**src/rtl/alu_arbiter_pkg.sv**
```systemverilog
// Shared definitions for the two-requester ALU arbiter: datapath width,
// 4-bit op codes and the arbiter FSM states.
package alu_arbiter_pkg;

    localparam int ALU_W = 32;

    localparam logic [3:0] OP_ADD  = 4'd0;
    localparam logic [3:0] OP_SUB  = 4'd1;
    localparam logic [3:0] OP_SLL  = 4'd2;
    localparam logic [3:0] OP_SLT  = 4'd3;
    localparam logic [3:0] OP_SLTU = 4'd4;
    localparam logic [3:0] OP_XOR  = 4'd5;
    localparam logic [3:0] OP_SRL  = 4'd6;
    localparam logic [3:0] OP_SRA  = 4'd7;
    localparam logic [3:0] OP_OR   = 4'd8;
    localparam logic [3:0] OP_AND  = 4'd9;

    typedef enum logic [1:0] {
        IDLE = 2'd0,
        EXEC = 2'd1,
        RESP = 2'd2
    } state_t;

endpackage

```
**src/rtl/alu_arbiter_alu.sv**
```systemverilog
// Team ALU: purely combinational, ops 10-15 yield zero and raise illegal.
// The unsign input forces the unsigned variant of SLT and SRA.
module alu
    import alu_arbiter_pkg::*;
(
    input  logic [3:0]       op,
    input  logic [ALU_W-1:0] a,
    input  logic [ALU_W-1:0] b,
    input  logic             unsign,
    output logic [ALU_W-1:0] result,
    output logic             illegal
);

    logic [4:0]       shamt;
    logic             lt_signed;
    logic             lt_unsigned;
    logic [ALU_W-1:0] sra_res;

    assign shamt       = b[4:0];
    assign lt_signed   = $signed(a) < $signed(b);
    assign lt_unsigned = a < b;
    // Kept as its own assignment so the arithmetic shift stays signed.
    assign sra_res     = $signed(a) >>> shamt;

    always_comb begin
        result  = '0;
        illegal = 1'b0;
        case (op)
            OP_ADD:  result = a + b;
            OP_SUB:  result = a - b;
            OP_SLL:  result = a << shamt;
            OP_SLT:  result = {{(ALU_W-1){1'b0}}, (unsign ? lt_unsigned : lt_signed)};
            OP_SLTU: result = {{(ALU_W-1){1'b0}}, lt_unsigned};
            OP_XOR:  result = a ^ b;
            OP_SRL:  result = a >> shamt;
            OP_SRA:  result = unsign ? (a >> shamt) : sra_res;
            OP_OR:   result = a | b;
            OP_AND:  result = a & b;
            default: illegal = 1'b1;
        endcase
    end

endmodule

```
**src/rtl/alu_arbiter_rr_arb2.sv**
```systemverilog
// Two-way round-robin arbiter with one-hot grant; the last-grant pointer
// moves only when a grant is actually issued (grant implies acceptance).
module rr_arb2 (
    input  logic       clk,
    input  logic       rst_n,
    input  logic       en,
    input  logic [1:0] req,
    output logic [1:0] grant
);

    logic last;

    always_comb begin
        grant = 2'b00;
        if (en) begin
            if (req == 2'b11) begin
                grant = last ? 2'b01 : 2'b10;
            end else begin
                grant = req;
            end
        end
    end

    // Pointer resets to 1 so requester 0 wins the first tie.
    always_ff @(posedge clk or negedge rst_n) begin
        if (!rst_n) begin
            last <= 1'b1;
        end else if (|grant) begin
            last <= grant[1];
        end
    end

endmodule

```
**src/rtl/alu_arbiter.sv**
```systemverilog
// Two requesters share one ALU through an IDLE/EXEC/RESP FSM.
// Define ALU_ARB_ILLEGAL_OP_EN to report ops 10-15 on rsp_err_o.
module alu_arbiter
    import alu_arbiter_pkg::*;
#(
    parameter int NUM_REQ = 2
) (
    input  logic             clk_i,
    input  logic             rst_ni,
    input  logic             req0_valid_i,
    output logic             req0_ready_o,
    input  logic [ALU_W-1:0] req0_rs1_i,
    input  logic [ALU_W-1:0] req0_rs2_i,
    input  logic [3:0]       req0_op_i,
    input  logic             req0_unsign_i,
    input  logic             req1_valid_i,
    output logic             req1_ready_o,
    input  logic [ALU_W-1:0] req1_rs1_i,
    input  logic [ALU_W-1:0] req1_rs2_i,
    input  logic [3:0]       req1_op_i,
    input  logic             req1_unsign_i,
    output logic             rsp_valid_o,
    input  logic             rsp_ready_i,
    output logic [ALU_W-1:0] rsp_data_o,
    output logic             rsp_id_o,
    output logic             rsp_err_o
);

    state_t               state;
    logic                 armed;
    logic                 arb_en;
    logic [NUM_REQ-1:0]   req_vec;
    logic [NUM_REQ-1:0]   grant;
    logic [ALU_W-1:0]     op_rs1;
    logic [ALU_W-1:0]     op_rs2;
    logic [3:0]           op_code;
    logic                 op_unsign;
    logic                 op_id;
    logic [ALU_W-1:0]     alu_result;
    logic                 alu_illegal;
    logic                 err_next;

    // armed blocks acceptance during the cycle in which reset is released.
    assign arb_en  = (state == IDLE) && armed;
    assign req_vec = {req1_valid_i, req0_valid_i};

    rr_arb2 u_arb (
        .clk   (clk_i),
        .rst_n (rst_ni),
        .en    (arb_en),
        .req   (req_vec),
        .grant (grant)
    );

    assign req0_ready_o = grant[0];
    assign req1_ready_o = grant[1];

    alu u_alu (
        .op      (op_code),
        .a       (op_rs1),
        .b       (op_rs2),
        .unsign  (op_unsign),
        .result  (alu_result),
        .illegal (alu_illegal)
    );

`ifdef ALU_ARB_ILLEGAL_OP_EN
    assign err_next = alu_illegal;
`else
    logic unused_illegal;
    assign unused_illegal = alu_illegal;
    assign err_next       = 1'b0;
`endif

    always_ff @(posedge clk_i or negedge rst_ni) begin
        if (!rst_ni) begin
            state       <= IDLE;
            armed       <= 1'b0;
            op_rs1      <= '0;
            op_rs2      <= '0;
            op_code     <= OP_ADD;
            op_unsign   <= 1'b0;
            op_id       <= 1'b0;
            rsp_valid_o <= 1'b0;
            rsp_data_o  <= '0;
            rsp_id_o    <= 1'b0;
            rsp_err_o   <= 1'b0;
        end else begin
            armed <= 1'b1;
            case (state)
                IDLE: begin
                    if (|grant) begin
                        op_rs1    <= grant[1] ? req1_rs1_i    : req0_rs1_i;
                        op_rs2    <= grant[1] ? req1_rs2_i    : req0_rs2_i;
                        op_code   <= grant[1] ? req1_op_i     : req0_op_i;
                        op_unsign <= grant[1] ? req1_unsign_i : req0_unsign_i;
                        op_id     <= grant[1];
                        state     <= EXEC;
                    end
                end
                EXEC: begin
                    rsp_data_o  <= alu_result;
                    rsp_id_o    <= op_id;
                    rsp_err_o   <= err_next;
                    rsp_valid_o <= 1'b1;
                    state       <= RESP;
                end
                RESP: begin
                    if (rsp_ready_i) begin
                        rsp_valid_o <= 1'b0;
                        state       <= IDLE;
                    end
                end
                default: state <= IDLE;
            endcase
        end
    end

endmodule
```
**config.mk**
```make
export PLATFORM = sky130hd
export DESIGN_NAME = alu_arbiter
export DESIGN_NICKNAME = d
export VERILOG_FILES = /design/src/rtl/alu_arbiter_pkg.sv /design/src/rtl/alu_arbiter_alu.sv /design/src/rtl/alu_arbiter_rr_arb2.sv /design/src/rtl/alu_arbiter.sv
export SDC_FILE = /design/constraint.sdc
export NUM_CORES = 1
export LEC_CHECK = 0
export ABC_AREA = 0
export CAP_MARGIN = 10
export CELL_PAD_IN_SITES_DETAIL_PLACEMENT = 0
export CELL_PAD_IN_SITES_GLOBAL_PLACEMENT = 1
export CORE_AREA = 10 10 240 151
export DETAILED_ROUTE_END_ITERATION = 8
export DIE_AREA = 0 0 250 161
export GPL_TIMING_DRIVEN = 1
export PLACE_DENSITY_LB_ADDON = 0.1
export SLEW_MARGIN = 15
export SYNTH_ARGS = -nofsm -noshare
export SYNTH_HDL_FRONTEND = slang
export SYNTH_SLANG_ARGS = --single-unit
```
**constraint.sdc**
```tcl
create_clock -name clk_i -period 4.2 [get_ports clk_i]
set_input_delay 0.84 -clock clk_i [delete_from_list [all_inputs] [get_ports clk_i]]
set_output_delay 0.84 -clock clk_i [all_outputs]
set_load 0.1 [all_outputs]
```
==> results of run 1 <==
state kept, by name (all words and copies together), names as in the netlist, 2 cells and up:
name	count
op_code	4
op_rs1	32
op_rs2	32
rsp_data_o	32
state	2
layout make-up:
cell class	count	area, sq um	area share, %
Sequential cell	108	2710	17.2
Multi-Input combinational cell	1404	9460	60.1
Tap cell	424	531	3.37
Antenna cell	2	5.00	0.0318
Clock buffer	11	243	1.54
Inverter	99	372	2.36
Clock inverter	5	67.6	0.429
Timing Repair Buffer	247	2350	15.0
layout by cell type (no fill, tap or decap), drive strengths merged, types with 5 or more instances in the layout:
cell           count
o21bai            17
o22ai             16
nor2             248
o211ai            24
nand3             29
nor2b              9
nand4              9
nor3              41
clkdlybuf4s50    175
a21oi            117
mux2i             39
ha                97
a22oi             10
clkbuf            11
a21o              13
o221ai            14
or2                5
nand2b             9
o2111ai            9
dfrtp            107
a221o             12
a31oi             84
mux4              47
nor4               9
nand2            252
inv              101
buf               72
a2111oi            8
mux2               6
or3                9
a22o               8
a221oi            26
xnor2             14
and2               6
a211o             12
o21ai            119
a211oi            21
worst min-delay path: stages (launching register included):
cell	delay, ns
dfrtp_1	0.35
nand2_1	0.05
o21ai_0	0.06
logic make-up after synthesis:
logic type | share of synthesized area, %
compound gates | 28.6
xor+xnor | 0.930
fa+ha+maj | 9.51
buf+inv | 8.13
flops | 20.5
mux | 11.5
other cells | 0.0569
simple gates | 20.8
worst max path at each step:
stage                                 to  startpoint  depth (start not counted)
after CTS                 rsp_data_o[28]  op_rs1[21]                         12
final                     rsp_data_o[28]  op_rs1[21]                         12
after global placement    rsp_data_o[28]  op_rs1[21]                         12
after detailed placement  rsp_data_o[14]   op_rs2[0]                          9
after floorplan           rsp_data_o[28]   op_rs2[2]                         15
after global routing      rsp_data_o[30]   op_rs1[8]                         12
layer usage:
layer / part of all wire (%) / up-vias
li1: - / 6598
met2: 40 / 933
met3: 12 / 121
met4: 2.7 / 8
met1: 45 / 7166
met5: 0.084 / -
stage by stage:
step,hold WS [ns],instances,util (%)
after floorplan,0.443,1745,-
after global placement,0.460,2282,48.4
after detailed placement,0.472,2282,48.4
after CTS,0.493,2298,49.4
after global routing,0.515,2298,49.4
final,0.484,2300,49.4
==> reports/results.ini, run 1 <==
[clock_tree]
cts_setup_buffers=0
cts.repair.resized=0
clkLatencyLatePin_ns=0.40
cts_tree=built
postCtsHoldBufs=0
clock-sinks=108
root_buffer=clkbuf_16
cts_buffers=9
clkTransAtPathRegs_ns=0.10
cts_max_level=3
clk_path_buf_depth=2

[drt]
drtPass1Iterations=8
drt_iter0_drc=2272
routedWlPerCell_um=27.8
route.detailed.drc=0
num_vias=14800
routed_wl_um=64000
viasPerCell=6.45
drtAntennaViolNets=0

[place]
gp_congestion=1.04
place_hpwl_um=49000
placed_area_sq_um=15400
pre_cts_ws_ns=0.626
portBuffers=178

[global_routing]
met3_usage_pct=9.33
grtUsageMet2_pct=42.6
grt_pass1_vias=14100
antenna_found_initial=6
use_met1_pct=44.4
globalRouteTotalUtil_pct=30.7
grt_first_pass_wirelength_um=95300
grt_overflow=0
grt_max_degree=141
top_usage_layer=met1

[timing]
worst_pin_slew_ns=1.09
setup_viol=0
fin_crit_ns=3.78
worst_clock_skew_ns=0.0216
clock.fmax_ghz=0.264
drv_slew=0
rsz0062_at_grt=no
setup_ws_ns=0.418
slew_headroom_pct=27.0
timing.final.crit_share_pct=90.0
hold_violations=0
setup-tns-final_ns=0

[synth]
yosysTopAreaCell=dfrtp_1
synth_area_leaders=dfrtp_1 20%, ha_1 9.2%, mux4_2 8.0%
ys_warn_count=0
yosys_most_used_dff=dfrtp_1
synth_fp_nets=1987
synth_edf_count=0
synth_common_cells=252 x nand2_1, 247 x nor2_1, 116 x a21oi_1
syn_avg_cell_area_sq_um=7.56
syn_area_sq_um=13200
netlist-cell-type-count=103
synth_seq_area_share_pct=20.5
ys_ff_latch=108
syn_inst=1745
synth_most_common_cell=nand2_1
async_flop_share_pct=100
synth_top_area_share_pct=20.3

[min_path]
hold_end=rsp_data_o[11]
hold_class=flip-flop to flip-flop
whs_path_depth=2
worstHoldStart=rsp_data_o[11]

[die]
core_area_sq_um=31800
die_w_um=250
dieArea_sq_um=40300
dieHeight_um=161
floorplan.initialDensity_pct=41.4
io_pins=180
num_rows=51

[critical_path]
path_common_cell=a21o_1
path_delay_family=compound AO/OA/AOI/OAI gates
worstRegToRegCells=12
end_kind=flip-flop
reg2reg_to=rsp_data_o[28]
cp.required_ns=4.50
cp_max_fo=9
worstPathArrival_ns=4.08
slowest_stage=dfrtp_1
r2r-start=op_rs1[21]
crit_chain=inv_1, ha_1, a21o_1, a21o_1, a21oi_1, nor2_1, a2111oi_0, nor2_1, nor4_1, o221ai_1, a21o_1, a22o_1
ff2ff_setup_slack_ns=0.42
path_buf_inv=1
critPathLaunchType=flip-flop
crit_type=flip-flop to flip-flop
critPathMaxStageDelay_ns=0.60

[cells_and_area]
layout-drive-gt1-share_pct=9.87
area_delta_synth_final_pct=19.4
fin_area_sq_um=15700
n_fill_cell=3200
nNetsFinal=2111

[flow_run]
drv_cap=0

[run_status]
status=complete, no violations

Power of run 1 is not shown: default switching activity piles up to over one toggle a cycle in this logic, so the estimate is an artifact.
==> inputs of run 2 (changes only) <==
==> constraint.sdc (replaced) <==
create_clock -name clk_i -period 3.88 [get_ports clk_i]
set_input_delay 0.776 -clock clk_i [delete_from_list [all_inputs] [get_ports clk_i]]
set_output_delay 0.776 -clock clk_i [all_outputs]
set_load 0.1 [all_outputs]
==> run 2 against run 1 <==
  * Global-route usage is 0.63 points lower
  * Sequential cell count stayed put
  * First-iteration DRC count fell by 16%
  * Cell count increased by 1.0%
  * Final area up 1.4%
  * Clock-buffer cell count decreased by 1
  * Critical path type unchanged
  * Critical endpoint is now rsp_data_o[30]
==> reports/results.ini, run 2 (synthesized netlist as in run 1, its figures left out) <==
[timing]
timing.final.crit_share_pct=90.9
worst_pin_slew_ns=1.05
setup-tns-final_ns=0
setup_viol=0
fin_crit_ns=3.53
drv_slew=0
clock.fmax_ghz=0.283
rsz0062_at_grt=no
hold_violations=0
slew_headroom_pct=30.2
worst_clock_skew_ns=0.0141

[die]
io_pins=180
num_rows=51
floorplan.initialDensity_pct=41.4
dieHeight_um=161
dieArea_sq_um=40300
die_w_um=250
core_area_sq_um=31800

[critical_path]
worstPathArrival_ns=3.81
slowest_stage=dfrtp_1
path_common_cell=o21ai_2
crit_type=flip-flop to flip-flop
path_delay_family=compound AO/OA/AOI/OAI gates
critPathLaunchType=flip-flop
path_buf_inv=2
critPathMaxStageDelay_ns=0.46
crit_chain=inv_1, ha_1, inv_1, fa_1, a21oi_1, o21ai_2, o21ai_2, o31ai_4, a311oi_4, o21ai_2, a221oi_2, o22ai_1, a221o_1
cp_max_fo=6
cp.required_ns=4.16
end_kind=flip-flop

[place]
dp_cells=2307
place_hpwl_um=48500
placed_area_sq_um=15700
portBuffers=178
gp_congestion=1.04

[clock_tree]
clkLatencyLatePin_ns=0.40
cts_tree=built
cts_buffers=9
root_buffer=clkbuf_16
cts_setup_buffers=0
clk_path_buf_depth=2
postCtsHoldBufs=0
clkTransAtPathRegs_ns=0.08
cts_max_level=3
clock-sinks=108
cts.repair.resized=0

[cells_and_area]
final_common_cell=nand2_1
nNetsFinal=2136
instances_no_fill=2323
n_antenna_cell=0
layout_common_cells=251 x nand2_1, 247 x nor2_1, 175 x clkdlybuf4s50_1
area_delta_synth_final_pct=21.0
layout-drive-gt1-share_pct=11.1
top_regs=op_rs1: 32 flops, op_rs2: 32 flops, rsp_data_o: 32 flops
fin_area_sq_um=16000
fin_util_pct=50.1

[flow_run]
drv_cap=0

[global_routing]
globalRouteTotalUtil_pct=30.0
grt_first_pass_wirelength_um=93100
grt_max_degree=141
antenna_found_initial=1
grt_overflow=0
grt_pass1_vias=13900

[drt]
viasPerCell=6.37
num_vias=14800
drt_iter0_drc=1904
drtAntennaViolNets=0
routedWlPerCell_um=27.2
routed_wl_um=63100
drtPass1Iterations=6
route.detailed.drc=0

[min_path]
hold_class=flip-flop to flip-flop

[run_status]
status=complete, no violations

## run 2: cell types whose count changed in the layout (fill, tap and decap cells not counted), moves of 2 or more
cell,previous run,this run
buf_4,67,88
buf_12,5,9
clkinv_2,0,2
clkinv_4,2,0
clkinvlp_4,0,2
diode_2,2,0
## run 2: final timing paths
check	from	endpoint	slack, ns	cells after the start
worst max-delay path	op_rs1[0]	rsp_data_o[30]	0.35	13
worst min-delay path	op_id	op_id	0.48	2
worst max register to register	op_rs1[0]	rsp_data_o[30]	0.35	13
worst min register to register	op_id	op_id	0.48	2
max in group asynchronous	rst_ni	op_rs2[28]	2.53	2
min in group asynchronous	rst_ni	rsp_valid_o	0.53	1
## run 2: final cells by class
type / instances / area [sq um]
inverters: 99 / 372
well taps: 424 / 531
flip-flops and latches: 108 / 2710
repair buffers: 272 / 2590
clock buffers: 10 / 229
clock inverters: 6 / 63.8
fillers: 3204 / 15900
multi-input cells: 1404 / 9460
## run 2: stage by stage
stage                     hold WS [ns]  worst slack (ns)
final                            0.482             0.353
after global routing             0.506             0.190
after CTS                        0.487             0.451
after detailed placement         0.469             0.422
after global placement           0.458             0.414
after floorplan                  0.443             0.321
## run 2: routing by layer
layer / share of wire [%] / global-route usage (%) / routed length, um / vias to the layer above
met5: 0.021 / 0 / 13 / -
met4: 3.4 / 10.1 / 2140 / 2
met3: 11 / 8.69 / 7190 / 121
met2: 40 / 41.8 / 25500 / 905
met1: 45 / 43.2 / 28200 / 7099
li1: - / - / - / 6669
## run 2: worst reg2reg max path, stage by stage (launching register included)
cell      delay, ns
dfrtp_1        0.46
inv_1          0.12
ha_1           0.17
inv_1          0.06
fa_1           0.40
a21oi_1        0.30
o21ai_2        0.16
o21ai_2        0.34
o31ai_4        0.19
a311oi_4       0.36
o21ai_2        0.15
a221oi_2       0.33
o22ai_1        0.11
a221o_1        0.27
Power of run 2 is left out for the same reason.
==> inputs of run 3 (changes only) <==
--- a/config.mk
+++ b/config.mk
@@ -14,6 +14,7 @@
 export DIE_AREA = 0 0 250 161
 export GPL_TIMING_DRIVEN = 1
 export PLACE_DENSITY_LB_ADDON = 0.1
+export SETUP_SLACK_MARGIN = 0.2
 export SLEW_MARGIN = 15
 export SYNTH_ARGS = -nofsm -noshare
 export SYNTH_HDL_FRONTEND = slang
==> constraint.sdc (replaced) <==
create_clock -name clk_i -period 4.05 [get_ports clk_i]
set_input_delay 0.81 -clock clk_i [delete_from_list [all_inputs] [get_ports clk_i]]
set_output_delay 0.81 -clock clk_i [all_outputs]
set_load 0.1 [all_outputs]
==> run 3 against run 2 <==
  * Sequential share of layout area rose by 0.19 points
  * Die area unchanged
  * Worst hold slack got worse by 0.0048 ns
  * Global-route usage rose by 0.61 points
  * Utilization down 0.55 points
  * Clock-buffer cell count unchanged
  * Critical endpoint is now rsp_data_o[28]
  * Largest cell class unchanged
  * Highest routed layer unchanged
==> reports/results.ini, run 3 (synthesized netlist as in run 1, its figures left out) <==
[clock_tree]
cts_buffers=9
postCtsHoldBufs=0
clk_path_buf_depth=2
cts_max_level=3
cts_setup_buffers=0
root_buffer=clkbuf_16
clkLatencyLatePin_ns=0.40
cts.repair.resized=0
clock-sinks=108
cts_tree=built
clkTransAtPathRegs_ns=0.09

[global_routing]
globalRouteTotalUtil_pct=30.6
antenna_found_initial=3
grt_pass1_vias=13700
grt_first_pass_wirelength_um=95000
grt_max_degree=141
grt_overflow=0

[critical_path]
r2r-start=op_rs1[22]
reg2reg_to=rsp_data_o[28]
crit_type=flip-flop to flip-flop
critPathLaunchType=flip-flop
end_kind=flip-flop
worstRegToRegCells=12
ff2ff_setup_slack_ns=0.41
cp.required_ns=4.35
cp_max_fo=9
worstPathArrival_ns=3.94

[timing]
slew_headroom_pct=16.9
setup-tns-final_ns=0
worst_clock_skew_ns=0.0103
timing.final.crit_share_pct=89.9
worst_pin_slew_ns=1.23
hold_violations=0
fin_crit_ns=3.64
rsz0062_at_grt=no
setup_viol=0
drv_slew=0
clock.fmax_ghz=0.275

[drt]
routedWlPerCell_um=27.7
drt_iter0_drc=1981
drtAntennaViolNets=0
routed_wl_um=63900
num_vias=14800
route.detailed.drc=0
drtPass1Iterations=6
viasPerCell=6.41

[die]
dieHeight_um=161
io_pins=180
die_w_um=250
num_rows=51
dieArea_sq_um=40300
core_area_sq_um=31800
floorplan.initialDensity_pct=41.4

[cells_and_area]
fin_util_pct=49.6
layout-drive-gt1-share_pct=10.3
top_regs=op_rs1: 32 flops, op_rs2: 32 flops, rsp_data_o: 32 flops
instances_no_fill=2309
n_fill_cell=3253
area_delta_synth_final_pct=19.7
regArea_sq_um=2710
multi_input_area_sq_um=9460
layout_common_cells=251 x nand2_1, 247 x nor2_1, 175 x clkdlybuf4s50_1
nNetsFinal=2120
final_common_cell=nand2_1

[min_path]
worstHoldStart=op_id
hold_class=flip-flop to flip-flop
hold_end=op_id
whs_path_depth=2

[flow_run]
drv_cap=0

[place]
dp_cells=2291
portBuffers=178
place_hpwl_um=49400
gp_congestion=1.03

[run_status]
status=complete, no violations

==> run 3: cell count changes in the layout (fill, tap and decap cells not counted), sizes merged <==
cell	delta
buf	-16
bufinv	-1
diode	+2
inv	+1
==> run 3: final cells by class <==
cell class,count,area share [%]
multi-input cells,1404,59.9
flip-flops and latches,108,17.2
repair buffers,256,15.4
well taps,424,3.36
inverters,99,2.35
clock buffers,10,1.45
clock inverters,6,0.309
diodes,2,0.0317
==> run 3: worst max-delay path: stages (launching register included) <==
cell       delay (ns)
dfrtp_1          0.67
inv_1            0.10
ha_1             0.35
buf_4            0.19
a21o_1           0.16
a21oi_1          0.22
nor2_1           0.06
a2111oi_0        0.69
nor2_1           0.17
nor4_1           0.35
o221ai_1         0.19
a21o_1           0.20
a22o_1           0.18
==> run 3: worst max-delay path by stage <==
stage	start	to	slack, ns	depth (start not counted)
floorplan	op_rs2[2]	rsp_data_o[28]	0.49	15
global placement	op_rs1[20]	rsp_data_o[28]	0.55	12
detailed placement	op_rs1[20]	rsp_data_o[28]	0.55	12
CTS	op_rs1[20]	rsp_data_o[28]	0.52	12
global route	op_rs1[20]	rsp_data_o[28]	0.26	12
finish	op_rs1[22]	rsp_data_o[28]	0.41	12
==> run 3: layer usage <==
layer | track usage, % | wire, um | share of wire [%] | up-vias
met2 | 42.8 | 25800 | 40 | 872
met5 | 0 | 29 | 0.045 | -
met1 | 45.1 | 29300 | 46 | 7217
met4 | 8.10 | 1550 | 2.4 | 4
met3 | 8.13 | 7160 | 11 | 95
li1 | - | - | - | 6612
==> run 3: metrics by stage <==
stage,hold WS (ns),setup slack (ns),cell area (sq um)
3_5_place_dp,0.461,0.548,15500
4_1_cts,0.481,0.525,15800
3_3_place_gp,0.455,0.547,15500
6_report,0.478,0.408,15800
2_1_floorplan,0.443,0.491,13200
5_1_grt,0.515,0.258,15800
Power of run 3 is left out for the same reason.
==> edit 1: new RTL, settings of run 2 <==
Encoding of `state_t`: now one-hot (3 bits for 3 states).
--- a/src/rtl/alu_arbiter_pkg.sv
+++ b/src/rtl/alu_arbiter_pkg.sv
@@ -15,10 +15,10 @@
     localparam logic [3:0] OP_OR   = 4'd8;
     localparam logic [3:0] OP_AND  = 4'd9;
 
-    typedef enum logic [1:0] {
-        IDLE = 2'd0,
-        EXEC = 2'd1,
-        RESP = 2'd2
+    typedef enum logic [2:0] {
+        IDLE = 3'b001,
+        EXEC = 3'b010,
+        RESP = 3'b100
     } state_t;
 
 endpackage
Formal check against the unedited RTL: same outputs for any inputs over 4 cycles, from zero or initial values and one cycle with rst_ni low; so few cycles prove little.
==> edit 1 against run 2 <==
- sequential cell count rose by 1
- wire length grew 0.11%
- clock skew increased by 0.0037 ns
- synthesized area is essentially flat
- non-clock buffer count is 7 higher
- die area unchanged
- setup slack worse by 0.20 ns
- final area up 0.66%
- cell count fell by 0.56%
Power is left out: the tool's default activity adds up to more than one toggle a clock period on the data nets, which glitch-free logic cannot reach.
==> edit 1: results (changes against run 2) <==
The run finished with clean final reports. The clock skew is 0.0178 ns (+0.00367 ns). The remaining number of nets flagged by the antenna check after routing came out at 0 (unchanged). The initial antenna violation count is 0 (-1). The number of diodes came to 0 (unchanged). The worst endpoint data arrival time came out at 3.98 ns (+0.17 ns). The iteration count of the initial detailed-routing pass is 7 (+1). The setup slack on the worst flop-to-flop path is 0.15 ns (-0.20 ns). The worst slew margin relative to its limit came to 0.260 (-0.0411). The count of cell types in the netlist came out at 87 (-16%). After detailed routing, no signal wire sits above met4. The path depth of the worst reg2reg path came out at 11 (-2).

The count of buffers inserted at the top-level ports is 178 (unchanged). The post-cts repair resize count came out at 0 (unchanged). The post-DP HPWL is 48700 µm (+0.34%).

The via count of the first global-routing pass is 13800 (-0.80%). The detailed-route wire length on metal 1 came to 28500 µm (+1.1%). The share of layout cells above drive strength 1 came to 0.119 (+0.00819). By count the netlist is led by sky130_fd_sc_hd__nand2_1, sky130_fd_sc_hd__nor2_1, sky130_fd_sc_hd__a21oi_1, sky130_fd_sc_hd__dfrtp_1, sky130_fd_sc_hd__clkbuf_1.

The number of nets in the synthesized netlist came out at 1975 (-0.60%). The sequential element share of the synthesized area is 0.207 (+0.00180). The first-iteration detailed-routing DRC count came out at 2030 (+6.6%). The largest net degree at the start of global routing is 106 (-25%). The worst slack after detailed placement came to 0.352 ns (-0.0703 ns). The largest buffer count on any clock path is 2 (unchanged).

The number of max-slew violations in the final report was 0 (unchanged). The smallest hold slack came to 0.457 ns (-0.0253 ns). The total wire length was 63100 µm (+0.11%). The per-cell routed wire length came to 27.3 µm (+0.67%).

The number of cells produced by synthesis is 1733 (-0.69%). Of all cell types, the one taking the most synthesized area is sky130_fd_sc_hd__dfrtp_1. The placed standard-cell area came out at 15800 µm² (+0.65%). The async set or reset register ratio after synthesis is 1.00 (unchanged). The clock edge transition at the registers on the reported setup and hold paths came out at 0.09 ns.

The number of buffers inserted by post-CTS setup repair came out at 0 (unchanged). The min-delay analysis places its worst path in the category input pin to async pin. The routed via count came out at 14800 (-0.20%). The met2 wire length is 25300 µm (-0.60%). The first-pass GRT wire length is 93600 µm (+0.56%).

The H-tree level count is 3 (unchanged). The count of synthesis-stage warnings from yosys came out at 0 (unchanged). The later-pin clock latency in the skew report is 0.40 ns (about the same). The launch point of the worst reg-to-reg path is op_rs2[0]$_DFFE_PN0P_. The number of nets in the layout is 2123 (-0.61%).

The weighted congestion reported at the end of routability-driven placement was 1.05 (+1.2%). The routed length on met3 is 7390 µm (+2.8%). The capture instance of the worst register-to-register path is rsp_data_o[30]$_DFFE_PN0P_. In the final layout, the registers with the most flip-flops are op_rs1 (32), op_rs2 (32), rsp_data_o (32). The all-layer global routing usage is 0.302 (+0.00193). The total instance count after detailed placement is 2294 (-0.56%). The number of buffers created by CTS came out at 9 (unchanged). The buffer type at the clock tree root is sky130_fd_sc_hd__clkbuf_16. The largest driver fanout on the critical path is 11 (+5). By area the synthesized netlist is led by sky130_fd_sc_hd__dfrtp_1, sky130_fd_sc_hd__ha_1, sky130_fd_sc_hd__mux4_2.
-- edit 1: changes by cell type after synthesis, moves of 8 or more --
cell,before,now
sky130_fd_sc_hd__clkbuf_8,9,0
sky130_fd_sc_hd__clkbuf_1,82,104
sky130_fd_sc_hd__nor2_1,247,218
sky130_fd_sc_hd__xnor2_1,14,5
sky130_fd_sc_hd__nor3_1,40,32
sky130_fd_sc_hd__o21ai_1,40,5
sky130_fd_sc_hd__o21ai_0,76,101
-- edit 1: how the worst max path moves through the flow --
stage / depth (start not counted) / slack (ns) / startpoint / to
floorplan: 14 / 0.32 / op_rs2[2]$_DFFE_PN0P_ / rsp_data_o[26]$_DFFE_PN0P_
global placement: 11 / 0.35 / op_rs2[0]$_DFFE_PN0P_ / rsp_data_o[30]$_DFFE_PN0P_
detailed placement: 11 / 0.35 / op_rs2[0]$_DFFE_PN0P_ / rsp_data_o[30]$_DFFE_PN0P_
CTS: 11 / 0.32 / op_rs2[0]$_DFFE_PN0P_ / rsp_data_o[30]$_DFFE_PN0P_
global route: 11 / 0.02 / op_rs2[0]$_DFFE_PN0P_ / rsp_data_o[30]$_DFFE_PN0P_
finish: 11 / 0.15 / op_rs2[0]$_DFFE_PN0P_ / rsp_data_o[30]$_DFFE_PN0P_
-- edit 1: worst max-delay path, stage by stage (launching register included) --
cell,delay (ns)
sky130_fd_sc_hd__dfrtp_4,0.53
sky130_fd_sc_hd__ha_1,0.42
sky130_fd_sc_hd__fa_1,0.30
sky130_fd_sc_hd__a21oi_1,0.11
sky130_fd_sc_hd__or4_4,0.46
sky130_fd_sc_hd__a21oi_4,0.20
sky130_fd_sc_hd__o21ai_0,0.22
sky130_fd_sc_hd__a21oi_1,0.47
sky130_fd_sc_hd__nand4_1,0.18
sky130_fd_sc_hd__a21oi_1,0.24
sky130_fd_sc_hd__mux2i_1,0.29
sky130_fd_sc_hd__a41oi_1,0.15
-- edit 1: cells by family (layout without fill, tap and decap cells) --
logic type	count (synthesis)	after routing	share of synthesized area
buffers and inverters	245	398	0.0749
DFF	109	109	0.207
adders and majority gates	99	99	0.0950
xor gates and xnor gates	6	6	0.00398
AOI/OAI and AO/OA	554	554	0.282
and+or+nand+nor	613	613	0.198
other	2	2	0.000569
muxes	105	105	0.138
-- edit 1: per-layer routing --
| layer | vias to the layer above | global-route usage |
|---|---|---|
| li1 | 6637 | - |
| met1 | 7124 | 0.440 |
| met2 | 909 | 0.419 |
| met3 | 97 | 0.0893 |
| met4 | 0 | 0.0870 |
| met5 | - | 0 |
-- edit 1: layout make-up --
class	instances	area, µm²
inverters	103	387
clock inverters	7	71.3
clock buffers	9	225
repair buffers	279	2600
multi-input cells	1379	9520
fillers	3135	15800
well taps	424	531
flip-flops and latches	109	2740
==> edit 2: new RTL, settings of run 2 <==
Made on the original files. `ALU_W`: 32 -> 24.
--- a/src/rtl/alu_arbiter_pkg.sv
+++ b/src/rtl/alu_arbiter_pkg.sv
@@ -2,7 +2,7 @@
 // 4-bit op codes and the arbiter FSM states.
 package alu_arbiter_pkg;
 
-    localparam int ALU_W = 32;
+    localparam int ALU_W = 24;
 
     localparam logic [3:0] OP_ADD  = 4'd0;
     localparam logic [3:0] OP_SUB  = 4'd1;
Ports: changed (5 resized); port bits go from 180 to 140. No check against the original RTL was run, so the function may have changed too.
==> edit 2 against run 2 <==
- via count down 26%
- wire length down 20%
- synthesized area shrank 24%
- setup slack got worse by 0.19 ns
- count of clock-buffer cells in the layout unchanged
- final area is 23% lower
- clock skew fell by 0.0014 ns
- synthesized cell count decreased by 26%
- worst hold slack worse by 0.033 ns
- sequential cell count fell by 24
- non-clock buffer count is 57 lower
- critical path type unchanged
- largest cell class unchanged
- highest routed layer unchanged
Power is left out: the tool's default activity adds up to more than one toggle a clock period on the data nets, which glitch-free logic cannot reach.
==> edit 2: results (changes against run 2) <==
The post-synthesis adder-cell area fraction is 0.0956 (+0.000539). The post-DP HPWL is 39000 µm (-20%). The via count of the first global-routing pass is 10700 (-23%). The share of layout cells above drive strength 1 is 0.120 (+0.00950). The number of nets in the synthesized netlist came out at 1485 (-25%). The proportion of synthesized area in mux cells is 0.127 (+0.0121).

The tightest min-delay check is of the input pin to async pin type. The number of ordinary inverters in the final layout is 68 (-31%). The clock skew came to 0.0127 ns (-0.00143 ns). The clock-cell share of area came to 0.0263 (+0.00799). The all-layer global routing usage was 0.243 (-0.0577).

The count of multi-input combinational gates is 1041 (-26%). The iteration count of the initial detailed-routing pass came to 5 (-1). The global-route met2 utilization came to 0.338 (-0.0805). The multi-input combinational cell area came out at 7100 µm² (-25%). The compound-gate portion of the synthesized area came out at 0.270 (-0.0154). The routed length on met3 is 4930 µm (-31%).

The worst slack after detailed placement is 0.271 ns (-0.151 ns). The number of register bits inferred by synthesis came out at 84 (-22%). The count of cell types in the netlist is 89 (-14%).

Ranked by instance count, the synthesized netlist is headed by sky130_fd_sc_hd__nand2_1, sky130_fd_sc_hd__nor2_1, sky130_fd_sc_hd__a21oi_1, sky130_fd_sc_hd__dfrtp_1. The first-iteration detailed-routing DRC count is 1364 (-28%). The total of plain and repair buffers excluding clock buffers came to 215 (-21%).

The largest net degree at the start of global routing came out at 88 (-38%). The count of buffers inserted at the top-level ports came out at 138 (-22%). The slew at the pin closest to its max-slew limit is 1.01 ns (-0.0423 ns). The fraction of met1 tracks used by global routing is 0.349 (-0.0829). The detailed-route wire length on metal 1 is 24300 µm (-14%).

The number of vias per cell after detailed routing came out at 5.91 (-7.3%). The weighted congestion reported at the end of routability-driven placement is 1.01 (-3.4%). The largest driver fanout on the critical path came out at 50 (+44).

The later-pin clock latency in the skew report came out at 0.38 ns (-0.02 ns). The flow ran to the end, and the final reports show no timing, DRC or antenna violations. The number of inserted filler cells in the final layout is 3362 (+4.9%). The synthesized-area fraction occupied by xor and xnor cells is 0.00615 (-0.00315). The per-cell routed wire length came out at 27.2 µm (+0.12%). The fraction of met3 tracks used by global routing is 0.0821 (-0.00479).

The share of cell area taken by multi-input logic gates came out at 0.577 (-0.0161). Yosys attributes the largest share of cell area to sky130_fd_sc_hd__dfrtp_1, sky130_fd_sc_hd__ha_1, sky130_fd_sc_hd__mux4_2. The total instance count after detailed placement came out at 1832 (-21%). The sequential element share of the synthesized area is 0.211 (+0.00588). The data-path buffer share of cell area in the final layout came out at 0.162 (-0.000469). The total wire length was 50200 µm (-20%). The largest incremental delay on the critical path is 0.56 ns (+0.10 ns). The worst endpoint data arrival time came out at 3.94 ns (+0.13 ns). In the final layout, the registers with the most flip-flops are op_rs1 (24), op_rs2 (24), rsp_data_o (24). The number of nets in the layout came out at 1605 (-25%).

The cell with the biggest individual delay on the critical path is sky130_fd_sc_hd__mux4_2. The first-pass GRT wire length is 74000 µm (-21%). The register area came out at 2110 µm² (-22%).
## edit 2: changes by cell type after synthesis, sizes merged, moves of 10 or more
cell    delta
o21bai    -12
a31oi     -27
inv       -31
ha        -24
nand2     -65
o211ai    -10
o21ai     -39
a221oi    -15
clkbuf    -20
mux2i     -11
dfrtp     -24
nor2      -68
a21oi     -25
## edit 2: path summary, 6_finish.rpt
kind | from | to | slack, ns | depth (start not counted)
hold / removal | rst_ni | op_rs2[1]$_DFFE_PN0P_ | 0.45 | 1
min in group clk_i | op_id$_DFFE_PN0P_ | op_id$_DFFE_PN0P_ | 0.49 | 2
setup reg to reg | op_rs2[0]$_DFFE_PN0P_ | rsp_data_o[18]$_DFFE_PN0P_ | 0.16 | 11
setup / recovery | op_rs2[0]$_DFFE_PN0P_ | rsp_data_o[18]$_DFFE_PN0P_ | 0.16 | 11
hold reg to reg | op_id$_DFFE_PN0P_ | op_id$_DFFE_PN0P_ | 0.49 | 2
max in group asynchronous | rst_ni | op_rs1[4]$_DFFE_PN0P_ | 2.62 | 2
